[config.mk]
export PLATFORM = sky130hd
export DESIGN_NAME = spi_sclk_engine
export DESIGN_NICKNAME = d
export VERILOG_FILES = /design/src/rtl/spi_sclk_engine.sv
export SDC_FILE = /design/constraint.sdc
export NUM_CORES = 1
export LEC_CHECK = 0
export CAP_MARGIN = 20
export CORE_UTILIZATION = 30
export DETAILED_ROUTE_END_ITERATION = 10
export PLACE_DENSITY = 0.6
export SETUP_SLACK_MARGIN = 0.05
export SLEW_MARGIN = 20
export SYNTH_ARGS = -nofsm -noshare
export SYNTH_HDL_FRONTEND = slang
export SYNTH_SLANG_ARGS = --single-unit
[constraint.sdc]
create_clock -name PClk -period 6.5 [get_ports PClk]
set_input_delay 1.95 -clock PClk [delete_from_list [all_inputs] [get_ports PClk]]
set_output_delay 1.95 -clock PClk [all_outputs]
set_load 0.05 [all_outputs]
[src/rtl/spi_sclk_engine.sv]
// SPI master clock engine: divides PClk into SCLK and runs framed transfers with
// single-cycle sample/shift strobes for all four CPOL/CPHA modes.
module spi_sclk_engine #(
  parameter int PRESC_W   = 3,
  parameter int RATE_W    = 3,
  parameter int CNT_W     = 12,
  parameter int FRAME_MAX = 8,
  localparam int LEN_W    = $clog2(FRAME_MAX + 1)
) (
  input  logic               PClk,
  input  logic               PRESETn,
  input  logic [1:0]         spi_mode,
  input  logic               spiswai,
  input  logic               cpol,
  input  logic               cpha,
  input  logic [PRESC_W-1:0] sppr,
  input  logic [RATE_W-1:0]  spr,
  input  logic               start,
  input  logic [LEN_W-1:0]   frame_len,
  input  logic               abort,
  output logic               sclk,
  output logic               sample_stb,
  output logic               shift_stb,
  output logic               busy,
  output logic               done,
  output logic [CNT_W-1:0]   baud_rate_divisor
);

  localparam int EDGE_W = LEN_W + 1;

  typedef enum logic {
    ST_IDLE = 1'b0,
    ST_RUN  = 1'b1
  } state_t;

  state_t             state_q, state_d;
  logic               sclk_q, sclk_d;
  logic               sample_q, sample_d;
  logic               shift_q, shift_d;
  logic               done_q, done_d;
  logic               cpol_q, cpol_d;
  logic               cpha_q, cpha_d;
  logic [CNT_W-1:0]   half_q, half_d;
  logic [CNT_W-1:0]   hcnt_q, hcnt_d;
  logic [EDGE_W-1:0]  edge_cnt_q, edge_cnt_d;
  logic [EDGE_W-1:0]  two_n_q, two_n_d;

  logic [CNT_W-1:0]   half_live;
  logic [LEN_W-1:0]   n_clamped;
  logic               active;

  // Half period is (sppr+1)*2^spr; shifting in two steps avoids wrapping spr+1.
  assign half_live         = (CNT_W'(sppr) + CNT_W'(1)) << spr;
  assign baud_rate_divisor = half_live << 1;

  assign n_clamped = (frame_len > LEN_W'(FRAME_MAX)) ? LEN_W'(FRAME_MAX) : frame_len;
  assign active    = (spi_mode == 2'b00) || ((spi_mode == 2'b01) && !spiswai);

  always_comb begin
    // NOTE: every next-state signal gets its hold value first so no path can infer a latch.
    state_d    = state_q;
    sclk_d     = sclk_q;
    cpol_d     = cpol_q;
    cpha_d     = cpha_q;
    half_d     = half_q;
    hcnt_d     = hcnt_q;
    edge_cnt_d = edge_cnt_q;
    two_n_d    = two_n_q;
    sample_d   = 1'b0;
    shift_d    = 1'b0;
    done_d     = 1'b0;

    unique case (state_q)
      ST_IDLE: begin
        sclk_d = cpol;
        if (start && active && (frame_len != '0) && !abort) begin
          state_d    = ST_RUN;
          cpol_d     = cpol;
          cpha_d     = cpha;
          half_d     = half_live;
          two_n_d    = {n_clamped, 1'b0};
          hcnt_d     = '0;
          edge_cnt_d = '0;
        end
      end
      ST_RUN: begin
        if (abort) begin
          state_d = ST_IDLE;
          sclk_d  = cpol_q;
        end else if (active) begin
          if (hcnt_q == half_q - 1'b1) begin
            hcnt_d = '0;
            if (edge_cnt_q != two_n_q) begin
              edge_cnt_d = edge_cnt_q + 1'b1;
              sclk_d     = ~sclk_q;
              // Odd edge numbers are leading edges; the final trailing edge drives no new bit.
              if (edge_cnt_d[0]) begin
                shift_d  = cpha_q;
                sample_d = !cpha_q;
              end else begin
                sample_d = cpha_q;
                shift_d  = !cpha_q && (edge_cnt_d != two_n_q);
              end
            end else begin
              state_d = ST_IDLE;
              done_d  = 1'b1;
              sclk_d  = cpol_q;
            end
          end else begin
            hcnt_d = hcnt_q + 1'b1;
          end
        end
      end
      default: state_d = ST_IDLE;
    endcase
  end

  always_ff @(posedge PClk or negedge PRESETn) begin
    if (!PRESETn) begin
      state_q    <= ST_IDLE;
      sclk_q     <= 1'b0;
      sample_q   <= 1'b0;
      shift_q    <= 1'b0;
      done_q     <= 1'b0;
      cpol_q     <= 1'b0;
      cpha_q     <= 1'b0;
      half_q     <= '0;
      hcnt_q     <= '0;
      edge_cnt_q <= '0;
      two_n_q    <= '0;
    end else begin
      // NOTE: non-blocking assignments so every register samples pre-edge values.
      state_q    <= state_d;
      sclk_q     <= sclk_d;
      sample_q   <= sample_d;
      shift_q    <= shift_d;
      done_q     <= done_d;
      cpol_q     <= cpol_d;
      cpha_q     <= cpha_d;
      half_q     <= half_d;
      hcnt_q     <= hcnt_d;
      edge_cnt_q <= edge_cnt_d;
      two_n_q    <= two_n_d;
    end
  end

  assign sclk       = sclk_q;
  assign sample_stb = sample_q;
  assign shift_stb  = shift_q;
  assign done       = done_q;
  assign busy       = (state_q == ST_RUN);

endmodule

==> reports/summary.txt <==
Status -> complete, no violations
Area growth from synthesis to layout -> 19.5%
Worst Skew -> 6.52 ps
Main combinational cell family by area after synthesis -> simple AND/OR/NAND/NOR gates
Hold-fix buffers at CTS -> 0
Library cells used by synthesis -> 56
Hold Path Sink -> cpol_q
Antenna diodes -> 0
Critical Path End Type -> primary output
Yosys top cell by area -> dfrtp_1
Hold Crit Depth -> 2
Min Tclk post-route -> 6220 ps
Avg Cell Area, Syn -> 8.76 sq um
Final Cell Area -> 0.00318 sq mm
GPL Wtd Cong -> 0.817
Mux share of post-synthesis cell area -> 3.48%
Final hold vios -> 0
Flops & latches, synth -> 39
Antenna violations before repair -> 0
Post-Synth XOR/XNOR Area -> 10.9%
Final wirelength -> 6030 um
Detailed Place HPWL -> 4510 um
Placeable Area -> 0.00864 sq mm
RSZ-0062 raised after global routing -> false
Starting Density -> 30.8%
Compound-cell area share of the yosys netlist -> 13.9%
Layout cell share with drive strength beyond 1 -> 10.5%
Vias in the first global route -> 2,024
Die area -> 0.00926 sq mm
Row count -> 34
# DRC -> 0
Peak VDD IR -> 0.109 mV
Sink Count -> 39
Worst R2R Setup Slack -> 3480 ps
Die width -> 96.2 um
Total of max-cap violations -> 0
GRT Util Overall -> 14.0%
Part of the cycle the worst path needs -> 95.7%
Total Neg Setup Slack -> 0 ps
Total CTS buffers -> 5
# setup viols final -> 0
Critical R2R Capture -> edge_cnt_q[0]
CTS Root Cell -> clkbuf_8
Net count, final -> 356
IO Pins -> 36
R2R cell count -> 9
Worst-Margin Slew -> 880 ps
Vias/cell -> 5.07
Remaining global-route overflow -> 0
CTS resizes -> 0
Cell count after synthesis -> 304
Synthesized Nets -> 327
Adder-Cell Fraction of Synth Area -> 1.88%
Yosys warning count -> 0
First-pass GRT wire length -> 10,000 um
Via count -> 2,242
Hold_sp -> cpol_q
Reg-to-reg startpoint -> half_q[0]
Die Span Y -> 96.2 um
Asr flop ratio synth -> 100%
Finished Layout Cells -> 442
Hold Crit Class -> flop to flop
Req. time, crit path -> 4550 ps
Cell Pwr Density -> 244 mW/mm^2
Mapped cell area -> 0.00266 sq mm
Critical Path Source Type -> primary input
DRT antenna net count -> 0
Worst-path clk slew -> 80 ps
Register area share after synthesis -> 36.7%
Max Clock Freq -> 161 MHz
Simple-gate share of the synthesized area -> 29.0%
Number of DRC markers in iteration 0 -> 72
Synth area leaders -> dfrtp_1, nand2_1, xnor2_1
Slew Limit Fails -> 0
DP Area -> 0.00306 sq mm
First-pass detailed-route iteration total -> 4
Clock latency on the worst-skew pair -> 300 ps
Clk buf depth -> 2
Crit path DAT -> 4270 ps
Top_reg_cell synth -> dfrtp_1
# placed instances -> 434
Post-synth EDFFs -> 0
Setup CP Type -> primary input to primary output
Leak pwr -> 1.35 nW
Synth top area share -> 36.7%
PortBufs -> 34
Largest net degree at the start of global routing -> 40
Wire length per cell -> 13.6 um
Worst-path fanout max -> 7
Htree depth -> 2
Setup bufs post-CTS -> 0
Slew margin rel. -> 41.3%
CTS tree -> built
metal layers:
metal	GRT usage, %	vias to the layer above	share of wire (%)
met5	0	-	0
met4	3.73	0	1.0
met3	2.61	6	2.2
met2	22.1	28	46
met1	19.6	1092	50
li1	-	1116	-
stage by stage:
step | worst slack (ps) | util (%) | total power (W) | hold slack, ps
global route | 128 | 36.8 | 0.000821 | 509
global placement | 368 | 35.5 | 0.000564 | 470
CTS | 300 | 36.8 | 0.000782 | 494
detailed placement | 310 | 35.5 | 0.000569 | 474
floorplan | 789 | - | 0.000503 | 446
finish | 278 | 36.8 | 0.000777 | 489
Yosys cell counts, types with 2 or more instances:
library cell	count
nand2_1	62
dfrtp_1	39
nor2_1	23
xnor2_1	19
xor2_1	14
inv_1	11
o21ai_0	10
clkbuf_1	9
nand4_1	9
a21oi_1	7
mux2i_1	7
nor3_1	7
o31ai_1	6
and3_1	5
nor4_1	5
ha_1	4
nand3_1	4
nand3b_1	4
nor2_2	4
nor2b_1	4
a31oi_1	3
and2_1	3
nor4b_1	3
or3_1	3
or4_1	3
a211o_1	2
buf_6	2
mux2_2	2
o211a_1	2
o21ai_1	2
where the power goes:
group	total (W)	switching (W)	internal, W
Sequential	0.000312	0.0000430	0.000269
Combinational	0.000252	0.000149	0.000104
Clock	0.000213	0.0000889	0.000124
placed cells by master (no fill, tap or decap), drive strengths merged, types with 2 or more instances in the layout:
cell type / n
or4: 3
xor2: 14
inv: 11
nand2: 62
dfrtp: 39
xnor2: 19
clkdlybuf4s50: 27
ha: 4
nor2: 27
nor4b: 4
nand4: 9
o211a: 2
a211o: 2
nand3b: 4
clkbuf: 6
nor2b: 4
nor3: 7
nor4: 6
a21oi: 8
and2: 3
o31ai: 6
mux2i: 7
mux2: 2
nand3: 5
o21ai: 12
a31oi: 3
and3: 5
buf: 8
or3: 4
and3b: 2
worst max-delay path: stages:
cell             delay (ps)
clkdlybuf4s50_1         530
ha_1                    300
xnor2_1                 140
nor2_1                   90
a21oi_1                  60
mux2i_1                 220
o21a_1                  170
clkdlybuf4s50_1         810
worst max path at each step:
stage	from	to	slack, ps
3_3_place_gp	sppr[0]	baud_rate_divisor[5]	370
6_report	sppr[0]	baud_rate_divisor[5]	280
3_5_place_dp	sppr[0]	baud_rate_divisor[5]	310
5_1_grt	sppr[0]	baud_rate_divisor[5]	130
2_1_floorplan	spr[1]	baud_rate_divisor[1]	790
4_1_cts	sppr[0]	baud_rate_divisor[5]	300
flip-flops by register name, indices dropped and copies added (netlist names):
register    flops
busy            1
cpha_q          1
cpol_q          1
done            1
edge_cnt_q      5
half_q         11
hcnt_q         12
sample_stb      1
sclk            1
shift_stb       1
two_n_q         4
final cells by class:
cell class              count  area [sq um]
inverters                  11          41.3
repair buffers             35           328
multi-input cells         241          1580
fillers                   892          5460
well taps                 108           135
flip-flops and latches     39           976
clock buffers               6          82.6
clock inverters             2          35.0
cell families (layout without fill, tap and decap cells):
kind of cell    after synthesis  after routing
fa+ha+maj                     4              4
simple gates                148            148
xor+xnor                     33             33
flops                        39             39
buf+inv                      24             54
compound gates               46             46
mux                           9              9
other cells                   1              1
Note: power is estimated with default switching activity, not from simulation.
